$ cat src/rtl/letreiro_sequenciador.sv
// Letter-code sequencer for the 7-segment letter decoder.
// Plays U-F-E-R-S-A with a programmable per-letter hold, pause/resume, loop or single-shot.
`timescale 1ns/1ps
module letreiro_sequenciador #(
   parameter int TICK_DIV = 50000000,
   parameter int MSG_LEN  = 6
) (
   input  logic       clk,
   input  logic       rst_n,
   input  logic       start,
   input  logic       pause,
   input  logic       loop,
   output logic [2:0] codigo,
   output logic [2:0] indice,
   output logic       ativo,
   output logic       fim
);
   localparam int             PW      = (TICK_DIV > 1) ? $clog2(TICK_DIV) : 1;
   localparam logic [PW-1:0]  PRE_MAX = PW'(TICK_DIV - 1);
   localparam logic [2:0]     IDX_MAX = 3'(MSG_LEN - 1);
   localparam logic [2:0]     BLANK   = 3'b111;

   typedef enum logic [1:0] {IDLE, RUN, PAUSE, DONE} state_t;

   state_t          st, st_nx;
   logic [PW-1:0]   pre, pre_nx;
   logic [2:0]      idx_nx, cod_nx;
   logic            ativo_nx, fim_nx;

   function automatic logic [2:0] letra(input logic [2:0] i);
      case (i)
         3'd0:    return 3'b000; // U
         3'd1:    return 3'b001; // F
         3'd2:    return 3'b010; // E
         3'd3:    return 3'b011; // R
         3'd4:    return 3'b100; // S
         3'd5:    return 3'b101; // A
         default: return BLANK;
      endcase
   endfunction

   always_comb begin
      st_nx  = st;
      pre_nx = pre;
      idx_nx = indice;
      cod_nx = codigo;
      case (st)
         IDLE: begin
            cod_nx = BLANK;
            if (start) begin
               st_nx  = RUN;
               pre_nx = '0;
               idx_nx = '0;
               cod_nx = letra(3'd0);
            end
         end
         RUN: begin
            if (start) begin
               pre_nx = '0;
               idx_nx = '0;
               cod_nx = letra(3'd0);
            end else if (pause) begin
               st_nx = PAUSE;
            end else if (pre == PRE_MAX) begin
               pre_nx = '0;
               if (indice < IDX_MAX) begin
                  idx_nx = indice + 3'd1;
                  cod_nx = letra(indice + 3'd1);
               end else if (loop) begin
                  idx_nx = '0;
                  cod_nx = letra(3'd0);
               end else begin
                  st_nx  = DONE;
                  idx_nx = '0;
                  cod_nx = BLANK;
               end
            end else begin
               pre_nx = pre + PW'(1);
            end
         end
         PAUSE: begin
            // resume keeps the frozen prescaler so the remaining hold time survives the pause
            if (start) begin
               st_nx  = RUN;
               pre_nx = '0;
               idx_nx = '0;
               cod_nx = letra(3'd0);
            end else if (!pause) begin
               st_nx = RUN;
            end
         end
         DONE: begin
            st_nx  = IDLE;
            cod_nx = BLANK;
         end
         default: begin
            st_nx  = IDLE;
            pre_nx = '0;
            idx_nx = '0;
            cod_nx = BLANK;
         end
      endcase
      ativo_nx = (st_nx == RUN) || (st_nx == PAUSE);
      fim_nx   = (st_nx == DONE);
   end

   always_ff @(posedge clk or negedge rst_n) begin
      if (!rst_n) begin
         st     <= IDLE;
         pre    <= '0;
         indice <= '0;
         codigo <= BLANK;
         ativo  <= 1'b0;
         fim    <= 1'b0;
      end else begin
         st     <= st_nx;
         pre    <= pre_nx;
         indice <= idx_nx;
         codigo <= cod_nx;
         ativo  <= ativo_nx;
         fim    <= fim_nx;
      end
   end
endmodule

$ cat config.mk
export PLATFORM = sky130hd
export DESIGN_NAME = letreiro_sequenciador
export DESIGN_NICKNAME = d
export VERILOG_FILES = /design/src/rtl/letreiro_sequenciador.sv
export SDC_FILE = /design/constraint.sdc
export NUM_CORES = 1
export LEC_CHECK = 0
export ABC_AREA = 0
export BUFFER_PORTS_ARGS = -buffer_cell sky130_fd_sc_hd__clkbuf_2
export CELL_PAD_IN_SITES_DETAIL_PLACEMENT = 1
export CELL_PAD_IN_SITES_GLOBAL_PLACEMENT = 2
export CORE_ASPECT_RATIO = 0.5
export CORE_MARGIN = 4
export CORE_UTILIZATION = 31
export DETAILED_ROUTE_END_ITERATION = 12
export PLACE_DENSITY = 0.75
export SYNTH_ARGS = -nofsm -noshare
export SYNTH_HDL_FRONTEND = slang
export SYNTH_SLANG_ARGS = --single-unit
$ cat constraint.sdc
create_clock -name clk -period 3.5 [get_ports clk]
set_clock_uncertainty 0.15 [all_clocks]
set_input_delay 0.7 -clock clk [delete_from_list [all_inputs] [get_ports clk]]
set_output_delay 0.7 -clock clk [all_outputs]
set_load 0.02 [all_outputs]
==> results.toml, run 1 <==
[outcome]
outcome = "completed"

[routing]
drt-total-wl_mm = 5.68
wire_per_inst_um = 17.2
via_per_inst = 5.68
drc = 0
ant_nets = 0
vias = 1874
drtIter0Drc = 88
dr.pass1.iters = 4

[critical_path]
reg2reg_depth = 6
cp-start-kind = "register"
cp-end-kind = "register"
worst_ep_arrival_time_ps = 2450
crit_start = "pre[1]"
r2r_start = "pre[1]"
worstSetupPathType = "reg -> reg"
r2r_slack_ps = 1110
cp-endpoint = "codigo[1]"
worstPathMaxFanout = 7
r2r-end = "codigo[1]"
required_ps = 3560

[global_route]
grt_pass1_vias = 1909
grt.met3_usage_pct = 4.27
busiest_layer = "met2"
grt_antenna_before_repair = 0
grt_max_degree = 37
use_met1_pct = 18.4
use_met2_pct = 24.5
grt_usage_pct = 14.8
grt_pass1_wl_mm = 9.59
overflow = 0

[final_layout]
syn_to_final_growth_pct = 14.7
regArea_um2 = 905
antenna_cells = 0
fillers = 735
multiInputGateArea_um2 = 1140
num-nets-final = 254
drive_gt1_share_pct = 17.4

[synthesis]
synth-seq-cells = 36
netlist_top_cells_area = "dfrtp_1 39%, a31oi_1 6.8%, a21oi_1 4.5%, ha_1 4.2%, nand2_1 3.9%"
postSynthCellCount = 227
avgSynthCellArea_um2 = 9.28
synth_top_area_cell = "dfrtp_1"
yosysSeqAreaShare_pct = 42.9
synth_top_area_share_pct = 39.2
synth_area_um2 = 2110
synth_edf_count = 0
ys_top_cells_by_count = "33 x dfrtp_1, 23 x a31oi_1, 22 x nand2_1"
synthFlopType = "dfrtp_1"
synth.most_common_cell = "dfrtp_1"
ys_types = 53
yosysWarnings = 0
syn_nets = 239
async_reset_ff_share_pct = 100

[floorplan]
rows = 20
core_area_um2 = 6330
fp.dieH_um = 66.3
start_util_pct = 33.3
io_pins = 13
die_area_um2 = 8260
fp.dieW_um = 125

[place]
io_buffers = 12
place.gp.congestion = 0.729
place_hpwl_mm = 3.84

[clock_network]
cts_tree = "built"
cts_setup_buffers = 0
htreeDepth = 2
post_cts_resized = 0
clk_path_buf_depth = 2
cts_root_buf = "clkbuf_16"
clock-sinks = 36
cts_made_buffers = 5
clk_latency_ps = 290
clk_pin_slew_ps = 50
ctsHoldBuffers = 0

[timing]
period_share_pct = 68.2
whs_ps = 351
fin_tns_setup_ps = 0
period_minus_slack_ps = 2390
slew_violations = 0
setup_viol = 0
rsz0062_at_grt = "false"
tightestPinTransition_ps = 968
hold_violations = 0
relSlewSlack_pct = 35.5
max_freq_mhz = 419

[job]
cap_viol_max_count = 0

[pwr]
irDropWorstVdd_mv = 0.166
p_leak_nw = 0.966
powerDensity_nw_per_um2 = 424

[worst_hold_path]
worst_hold_path_type = "reg -> reg"
==> critical path: stages, from the launching register on <==
cell,delay [ps]
dfrtp_1,430
ha_1,250
nand3_1,210
nor4_2,480
nand2_2,200
o311ai_2,400
a2bb2oi_1,200
==> power breakdown <==
group | switching, mW | internal, mW | total [mW]
sequential | 0.0187 | 0.439 | 0.458
combinational | 0.0893 | 0.0468 | 0.136
clock | 0.173 | 0.259 | 0.431
==> final cells by class <==
type                    instances  area share, %
multi-input cells             174           47.2
flip-flops and latches         36           37.4
clock buffers                   6           5.33
well taps                      88           4.56
repair buffers                 17           4.04
inverters                       8           1.24
clock inverters                 1          0.207
==> state kept, by name (all words and copies together) (netlist names) <==
| signal | flops |
|---|---|
| st | 2 |
| pre | 26 |
| ativo | 1 |
| indice | 3 |
| codigo | 3 |
| fim | 1 |
==> cell families (layout without fill, tap and decap cells) <==
family,count (synthesis),after routing,share of synthesized area (%)
flops,36,36,42.9
xor+xnor,2,2,0.832
fa+ha+maj,7,7,4.16
mux,5,5,2.43
compound gates,76,76,23.3
simple gates,84,84,23.2
buf+inv,17,32,3.15
==> how the worst min path moves through the flow <==
stage	start	to	slack, ps	cells past startpoint
after floorplan	rst_n	ativo	250	0
after global placement	pre[25]	pre[25]	310	1
after detailed placement	pre[6]	pre[6]	330	1
after CTS	pre[25]	pre[25]	340	1
after global routing	pre[25]	pre[25]	370	1
final	pre[25]	pre[25]	350	1
==> per-layer routing <==
metal	vias up	wire, µm
li1	896	-
met1	945	2790
met2	25	2580
met3	8	224
met4	0	82
met5	-	0
==> per-stage QoR <==
step	total power, mW	instance area, µm²	utilization [%]	std cells	worst slack (ps)
global placement	0.598	2280	36.0	323	1080
floorplan	0.549	2110	-	227	1260
CTS	1.04	2420	38.2	330	1070
finish	1.03	2420	38.2	330	1110
detailed placement	0.602	2280	36.0	323	1010
global route	1.07	2420	38.2	330	888
==> layout by cell type, fill, tap and decap left out, types with 3 or more instances in the layout <==
cell,n
clkbuf_2,12
and3_1,5
a2bb2oi_1,3
dfstp_2,3
nor2_1,9
a21oi_1,18
mux2i_1,4
nand2_1,22
nand4_1,8
buf_4,5
clkbuf_16,5
a31oi_1,23
nor3_1,4
nand3_1,14
ha_1,7
inv_1,8
dfrtp_1,33
nand2b_1,3
o21ai_0,12
Power figures use the tool's default switching activity.
==> run 2: changes to the inputs <==
==> constraint.sdc (replaced) <==
create_clock -name clk -period 2.2 [get_ports clk]
set_clock_uncertainty 0.15 [all_clocks]
set_input_delay 0.44 -clock clk [delete_from_list [all_inputs] [get_ports clk]]
set_output_delay 0.44 -clock clk [all_outputs]
set_load 0.02 [all_outputs]
==> results.toml, run 2 (synthesis results as in run 1) <==
[timing]
period_minus_slack_ps = 2110
relSlewSlack_pct = 65.0
hold_violations = 0
fin_ws_ps = 89.6
setup_viol = 0
rsz0062_at_grt = "true"
max_freq_mhz = 474
tightestPinTransition_ps = 525
fin_tns_setup_ps = 0
slew_violations = 0
whs_ps = 334
period_share_pct = 95.9

[routing]
drc = 0
via_per_inst = 5.56
dr.pass1.iters = 6
drt-total-wl_mm = 6.18
ant_nets = 0
drtIter0Drc = 110
wire_per_inst_um = 17.5
vias = 1967

[critical_path]
cp.buffers_inverters = 0
worst_ep_arrival_time_ps = 2160
cp_slowest_cell = "or4b_4"
cp_top_family = "simple AND/OR/NAND/NOR gates"
worstPathMaxFanout = 7
cp_cell_sequence = "or4b_4 -> nor4_4 -> nand2_2 -> o311ai_4 -> a2bb2oi_1"
cp-end-kind = "register"
cp-start-kind = "register"
worstSetupPathType = "reg -> reg"
required_ps = 2250
slowest_delay_ps = 560

[clock_network]
clock-sinks = 36
cts_root_buf = "clkbuf_16"
clk_pin_slew_ps = 50
cts_made_buffers = 5
clk_path_buf_depth = 2
cts_tree = "built"
htreeDepth = 2
clk_latency_ps = 280

[final_layout]
final_area_um2 = 2650
largest_reg_flops = 26
final_cell_count_no_fill = 354
fillers = 756
final_common_cell = "dfrtp_1"
num-nets-final = 277
top_register = "pre"
layout_common_cells = "32 x dfrtp_1, 26 x buf_4, 23 x a31oi_1"
antenna_cells = 0
syn_to_final_growth_pct = 25.9
fin_util_pct = 41.9
drive_gt1_share_pct = 26.3
top_regs = "pre x26, codigo x3, indice x3"

[floorplan]
fp.dieW_um = 125
die_area_um2 = 8260
core_area_um2 = 6330
rows = 20
io_pins = 13
fp.dieH_um = 66.3
start_util_pct = 33.3

[pwr]
power.internal_mw = 1.22
p_seq_share_pct = 43.2
power_switching_mw = 0.451
power_mw = 1.67
pwr-share-comb_pct = 15.5
switching_share_pct = 27.0
powerDensity_nw_per_um2 = 631
p_leak_nw = 1.10
irDropWorstVdd_mv = 0.299
clockPowerShare_pct = 41.3

[global_route]
grt_max_degree = 32
grt_usage_pct = 16.0
grt_pass1_vias = 2099
grt_pass1_wl_mm = 10.7
overflow = 0
grt_antenna_before_repair = 0

[outcome]
outcome = "completed"

[job]
cap_viol_max_count = 0

[worst_hold_path]
worst_hold_path_type = "in -> reg"

[place]
post_dp_cell_area_um2 = 2450
placed_cells = 344
place_hpwl_mm = 4.40
post-place-ws_ps = 6.49
place.gp.congestion = 0.809
io_buffers = 12
-- run 2: cell type report --
| cell class | instances | area, µm² | area share (%) |
|---|---|---|---|
| Multi-Input combinational cell | 174 | 1180 | 44.7 |
| Sequential cell | 36 | 906 | 34.2 |
| Timing Repair Buffer | 40 | 285 | 10.8 |
| Clock buffer | 8 | 136 | 5.14 |
| Tap cell | 88 | 110 | 4.15 |
| Inverter | 8 | 30.0 | 1.13 |
-- run 2: worst paths after layout --
kind	slack, ps	startpoint	cells past startpoint	to
worst max-delay path	90	pre[10]	5	codigo[1]
worst min-delay path	330	start	2	st[0]
worst max register to register	90	pre[10]	5	codigo[1]
worst min register to register	340	pre[6]	1	pre[6]
max in group asynchronous	940	rst_n	3	codigo[2]
min in group asynchronous	400	rst_n	2	pre[21]
-- run 2: metal layers --
layer	vias to the layer above	routed length [µm]	share of wire, %	track usage (%)
met2	17	2960	48	28.2
met4	0	71	1.1	4.37
met1	996	3000	49	20.0
met5	-	0	0	0
met3	6	145	2.3	3.79
li1	948	-	-	-
-- run 2: worst register-to-register path: cells and delay by family, from the launching register on --
family / cells / cell delay (ps)
AND/OR/NAND/NOR: 3 / 1000
AO/OA/AOI/OAI: 2 / 510
flip-flops: 1 / 380
-- run 2: what timing repair did --
action | in CTS | in global routing
setup buffers | 0 | 1
resized for setup | 0 | 9
hold buffers | 1 | 0
endpoints found under the hold margin | 7 | 0
setup endpoints to repair | 0 | 17
-- run 2: power groups by stage --
stage                     combinational (mW)  sequential (mW)  clock (mW)
after CTS                              0.259            0.722       0.704
final                                  0.260            0.723       0.692
after global routing                   0.289            0.728       0.741
after detailed placement               0.257            0.732           0
after global placement                 0.250            0.730           0
after floorplan                        0.115            0.757           0
